### config.mk
export PLATFORM = sky130hd
export DESIGN_NAME = p2s_sched
export DESIGN_NICKNAME = d
export VERILOG_FILES = /design/src/rtl/p2s_sched.sv
export SDC_FILE = /design/constraint.sdc
export NUM_CORES = 1
export LEC_CHECK = 0
export CAP_MARGIN = 20
export CELL_PAD_IN_SITES_DETAIL_PLACEMENT = 0
export CELL_PAD_IN_SITES_GLOBAL_PLACEMENT = 1
export CORE_MARGIN = 1.5
export CORE_UTILIZATION = 37
export CTS_CLUSTER_DIAMETER = 50
export CTS_CLUSTER_SIZE = 16
export DETAILED_ROUTE_END_ITERATION = 7
export PLACE_DENSITY_LB_ADDON = 0.1
export SYNTH_ARGS = -nofsm -noshare
export SYNTH_HDL_FRONTEND = slang
export SYNTH_SLANG_ARGS = --single-unit
### constraint.sdc
create_clock -name CLK -period 1.9 [get_ports CLK]
set_clock_uncertainty 0.05 [all_clocks]
set_input_delay 0.285 -clock CLK [delete_from_list [all_inputs] [get_ports CLK]]
set_output_delay 0.285 -clock CLK [all_outputs]
set_load 0.05 [all_outputs]
### src/rtl/p2s_sched.sv
// Parallel-to-serial lane sequencer: COM sync burst, IDLE fill, and data words
// shifted out MSB first with a per-bit valid qualifier.
module p2s_sched #(
    parameter int unsigned     WIDTH       = 8,
    parameter logic [WIDTH-1:0] COM_SYMBOL  = WIDTH'(8'hBC),
    parameter logic [WIDTH-1:0] IDLE_SYMBOL = WIDTH'(8'h7C),
    parameter int unsigned     SYNC_COUNT  = 4
) (
    input  logic             CLK,
    input  logic             RESET_L,
    input  logic             ENB,
    input  logic [WIDTH-1:0] data_in,
    input  logic             valid_in,
    output logic             ready_out,
    output logic             data_out,
    output logic             valid_out,
    output logic             sym_start,
    output logic [1:0]       state_out
);

    localparam int unsigned CW  = (WIDTH > 1) ? $clog2(WIDTH) : 1;
    localparam int unsigned SCW = $clog2(SYNC_COUNT + 1);

    typedef enum logic [1:0] {
        ST_DIS    = 2'b00,
        ST_SYNC   = 2'b01,
        ST_ACTIVE = 2'b10
    } state_t;

    state_t           state, state_nx;
    logic [CW-1:0]    cnt, cnt_nx;
    logic [SCW-1:0]   sync_cnt, sync_nx;
    logic [WIDTH-1:0] shreg, shreg_nx;
    logic             dout_nx, vout_nx, sstart_nx;
    logic [WIDTH-1:0] sym;
    logic             sym_valid;

    assign state_out = state;

    // State and datapath registers
    always_ff @(posedge CLK or negedge RESET_L) begin
        if (!RESET_L) begin
            state     <= ST_SYNC;
            cnt       <= '0;
            sync_cnt  <= '0;
            shreg     <= '0;
            data_out  <= 1'b0;
            valid_out <= 1'b0;
            sym_start <= 1'b0;
        end else begin
            state     <= state_nx;
            cnt       <= cnt_nx;
            sync_cnt  <= sync_nx;
            shreg     <= shreg_nx;
            data_out  <= dout_nx;
            valid_out <= vout_nx;
            sym_start <= sstart_nx;
        end
    end

    // Next-state, symbol selection and shifter
    always_comb begin
        state_nx  = state;
        cnt_nx    = cnt;
        sync_nx   = sync_cnt;
        shreg_nx  = shreg;
        dout_nx   = data_out;
        vout_nx   = valid_out;
        sstart_nx = 1'b0;
        sym       = COM_SYMBOL;
        sym_valid = 1'b0;
        ready_out = ENB && (state == ST_ACTIVE) && (cnt == '0);

        if (!ENB) begin
            state_nx = ST_DIS;
            cnt_nx   = '0;
            sync_nx  = '0;
            shreg_nx = '0;
            dout_nx  = 1'b0;
            vout_nx  = 1'b0;
        end else begin
            cnt_nx = CW'(cnt + CW'(1));
            if (cnt == '0) begin
                if (state == ST_ACTIVE) begin
                    if (valid_in) begin
                        sym       = data_in;
                        sym_valid = 1'b1;
                    end else begin
                        sym = IDLE_SYMBOL;
                    end
                end else begin
                    // DIS re-entry and SYNC both emit COM on this edge
                    state_nx = ST_SYNC;
                    if (sync_cnt != SCW'(SYNC_COUNT))
                        sync_nx = SCW'(sync_cnt + SCW'(1));
                end
                shreg_nx  = {sym[WIDTH-2:0], 1'b0};
                dout_nx   = sym[WIDTH-1];
                vout_nx   = sym_valid;
                sstart_nx = 1'b1;
            end else begin
                dout_nx  = shreg[WIDTH-1];
                shreg_nx = {shreg[WIDTH-2:0], 1'b0};
                // Go ACTIVE once the last COM has fully left the shifter
                if (state == ST_SYNC && cnt == CW'(WIDTH - 1) &&
                    sync_cnt == SCW'(SYNC_COUNT))
                    state_nx = ST_ACTIVE;
            end
        end
    end

endmodule

---- After elaboration in Yosys (flattened, before gate mapping) ----
Cells that the tools add are included.
storage, ports and cells
  register bits after elaboration ......... 19
  output and inout port bits .............. 6
  logic and storage cells ................. 47
operators by class
  $add $sub $neg .......................... 2
  eq/ne operators ......................... 10
  multiplexer cells ....................... 21
  reductions and logical operators ........ 7
operators with widths
  kind                                                                      count
  8-bit 2-to-1 mux                                                          4
  3-bit 2-to-1 mux                                                          5
  1-bit 2-to-1 mux                                                          8
  2-bit 2-to-1 mux                                                          4
  3-bit by 1-bit adder with 3-bit output (second input constant)            2
  3-bit == test (second input constant)                                     2
  3-bit inequality test (second input constant)                             2
  1-bit logical AND                                                         4
  2-bit by 1-bit inequality test with 1-bit output (second input constant)  2
  3-bit logical NOT                                                         1
  3-bit by 1-bit inequality test with 1-bit output (second input constant)  1
  3-bit AND reduction                                                       1
  2-bit by 1-bit == test with 1-bit output (second input constant)          1
  2-bit == test (second input constant)                                     1
  2-bit inequality test (second input constant)                             1
  2-bit AND reduction                                                       1

---- Depth between registers and ports, before layout ----
  depth in word-level cells ............... 6
  depth in mapped cells ................... 6

---- Worst setup path after synthesis ----
Ideal clock, no wire load.
  path type ............................... reg-to-reg
  start point ............................. register cnt[0]
  end point ............................... register shreg[2]
  arrival time ............................ 1.635 ns
  path slack .............................. 0.146 ns
  cell stages (with the launch flop) ...... 6
  buffers on the path ..................... 0
  period minus slack after synthesis ...... 1.754 ns
  cell sequence ........................... dfrtp_1 inv_1 ha_1 nand3b_1 nor2_2 a32o_1
between the ends
  longest elaborated chain between the ends .. 3
ends and longest elaborated chain
  what                    RTL line  source
  from (decl)             31        logic [CW-1:0] cnt, cnt_nx;
  from (signal assigned)  52        cnt <= cnt_nx;
  3-bit logical NOT       83        if (cnt == '0) begin
  8-bit 2-to-1 mux        83
  8-bit 2-to-1 mux        74        if (!ENB) begin
  via shreg_nx[2]         33        logic [WIDTH-1:0] shreg, shreg_nx;
  to (signal assigned)    54        shreg <= shreg_nx;
  to (decl)               33
The timed path passes the listed nets, and every way through them passes these cells.
A chain may end at the register's enable or synchronous reset.

---- Final worst setup path ----
  start point ............................. register valid_out
  end point ............................... output valid_out
RTL lines
  what                    RTL line  source
  from (decl)             16        output logic valid_out,
  from (signal assigned)  56        valid_out <= vout_nx;
No word-level cell between the ends.

==> impl_results.md <==
- Mapped Area: 825.8 um2
- Power per Cell Area: 772.0 nW/um2
- Top FF cell, synth: dfrtp_1
- DIE AREA: 2524 um2
- Routed WL per cell: 12.56 um
- Worst reg2reg path depth: 5
- CTS tree: yes
- Outcome: completed
- Hold Crit Class: in -> async
- H-tree levels: 1
- CP required: 1.56 ns
- Worst-Margin Slew: 0.4932 ns
- # Max-Cap Violations: 0
- CP peak stage delay: 0.80 ns
- Vias per Instance: 4.829
- Reg-to-reg endpoint: sync_cnt[1]
- Cells after Synth: 73
- Post-synth ARST share: 100.0%
- Clock share of power: 28.0%
- Die height: 50.24 um
- Via count: 594
- Post-route ant nets: 0
- Combinational share of power: 20.0%
- Site row count: 16
- CP bufs+invs: 1
- DR iter-0 viols: 10
- Startpoint type of the worst setup path: flip-flop
- Layout cells sized above 1: 15.63%
- Leak: 0.5015 nW
- Vias in the first global route: 566
- Worst skew pair latency: 0.29 ns
- Area grow syn2layout: 32.73%
- Grt total ovfl: 0
- Int Pwr: 0.0006122 W
- Slew margin rel.: 67.02%
- Dpl cell area: 1057 um2
- GR Util All Layers: 14.36%
- Post-CTS setup buffer count: 0
- Sequential power share: 52.0%
- Drt first pass iters: 4
- Fmax: 0.5598 GHz
- Final Util: 54.21%
- Number of synthesis warnings: 0
- Reg2reg start: cnt[0]
- RSZ-0062 raised after global routing: false
- Antenna diodes: 0
- PortBufs: 17
- CTS Sinks: 18
- Post-Syn Nets: 90
- Final Setup Violations: 0
- First-pass GRT wire length: 2663 um
- Setup TNS: 0 ns
- Cells along the critical path: clkdlybuf4s50_1
- Setup crit end kind: output pin
- Syn_area_per_cell: 11.31 um2
- Num CTS Buffers: 3
- R2r setup slk: 0.39 ns
- Top cell type by total area after synthesis: dfrtp_1
- CTS clk-pin slew, worst paths: 0.10 ns
- Clock tree buffer depth: 2
- Register area share after synthesis: 54.70%
- Critical path peak fanout: 2
- Initial Util: 40.84%
- Slowest cell on crit path: clkdlybuf4s50_1
- Final min period: 1.786 ns
- Sw Pwr: 0.0002340 W
- FF+latch count, synth: 18
- Number of synthesized flops with an enable pin: 0
- Library cells used by synthesis: 28
- DP HPWL: 1154 um
- Switching Share: 27.65%
- Placer Congestion: 0.7172
- Slew Limit Fails: 0
- CTS root buf: clkbuf_4
- Initial antenna violation count: 0
- Fin. Hold Viols: 0
- Most frequent cells after synthesis: 17 x dfrtp_1, 7 x inv_1, 5 x ha_1, 5 x nor2_1, 5 x o2bb2ai_1
- Most frequent cell after synthesis: dfrtp_1
- Top cell type's share of synthesized area: 51.52%
- Largest net degree at the start of global routing: 12
- Arr. time, crit path: 1.45 ns
- Final net count: 114
- Crit Path Category: reg -> out
- Finished Cell Area: 1096 um2
- Std-Cell Core Area: 2022 um2
- Num ports: 18
- Top cell family by delay on the critical path: buffers and inverters
- Ranking of synthesized cells by area: dfrtp_1 52%, ha_1 7.6%, o2bb2ai_1 5.3%
- Max IR drop VDD: 494.0 uV
- Detailed Route WL: 1545 um
- Die width: 50.24 um
- DRC viols: 0
- Period utilization: 94.01%
==> layer usage <==
| metal | GRT usage [%] | wire length (um) | vias to the layer above |
|---|---|---|---|
| li1 | - | - | 304 |
| met1 | 20.89 | 767 | 273 |
| met2 | 19.52 | 682 | 17 |
| met3 | 6.548 | 95 | 0 |
| met4 | 2.778 | 0 | 0 |
| met5 | 0 | 0 | - |
==> sequential cells by signal (all words and copies together) (netlist names) <==
register,flops
cnt,3
shreg,7
data_out,1
sync_cnt,3
state_out,2
sym_start,1
valid_out,1
==> cells in the final DEF, fill, tap and decap left out, types with 2 or more instances in the layout <==
cell	netlist	routed
dfrtp_1	17	17
o21ai_0	2	2
nor2_1	5	5
buf_4	0	6
nand3b_1	2	2
clkbuf_4	0	3
o2bb2ai_1	5	5
clkdlybuf4s50_1	0	14
a22o_1	2	2
mux2i_1	2	2
nand2b_1	2	2
ha_1	5	4
nand2_1	4	4
and2_1	2	2
nor2b_1	2	2
inv_1	7	7
==> cell families after synthesis <==
kind of cell	synth area share (%)
compound gates	15.30
fa+ha+maj	7.576
flops	54.70
buf+inv	4.092
simple gates	15.91
mux	2.424
==> worst max-delay path by stage <==
| stage | startpoint | end | depth (start not counted) | slack (ns) |
|---|---|---|---|---|
| after detailed placement | ENB | ready_out | 4 | 0.27 |
| after floorplan | cnt[0] | shreg[2] | 5 | 0.15 |
| final | valid_out | valid_out | 1 | 0.11 |
| after global routing | cnt[0] | ready_out | 5 | 0.02 |
| after global placement | ENB | ready_out | 4 | 0.28 |
| after CTS | cnt[0] | ready_out | 5 | 0.08 |
==> power groups by stage <==
stage	Combinational (W)	Sequential, W	Clock, W
6_report	0.000170	0.000440	0.000237
5_1_grt	0.000189	0.000444	0.000264
4_1_cts	0.000171	0.000440	0.000249
3_5_place_dp	0.000171	0.000447	0
3_3_place_gp	0.000170	0.000446	0
2_1_floorplan	0.0000765	0.000469	0
==> per-stage QoR <==
step / hold slack [ns] / setup WS (ns) / instances / total power (W)
after floorplan: -0.06059 / 0.1460 / 73 / 0.0005454
after global placement: 0.3872 / 0.2764 / 119 / 0.0006158
after detailed placement: 0.3945 / 0.2674 / 119 / 0.0006174
after CTS: 0.1914 / 0.07510 / 123 / 0.0008594
after global routing: 0.2019 / 0.01796 / 123 / 0.0008974
final: 0.1996 / 0.1138 / 123 / 0.0008462
==> area by class of cell <==
class	count	area [um2]
Fill cell	192	925.9
Sequential cell	18	451.7
Multi-Input combinational cell	46	342.8
Timing Repair Buffer	21	205.2
Clock buffer	4	36.28
Tap cell	27	33.78
Inverter	7	26.28
==> timing repair <==
action                                  4_1_cts  5_1_grt
endpoints found under the setup margin        0        1
resized for setup                             0        1
hold buffers                                  0        0
(Power assumes the default switching activity.)
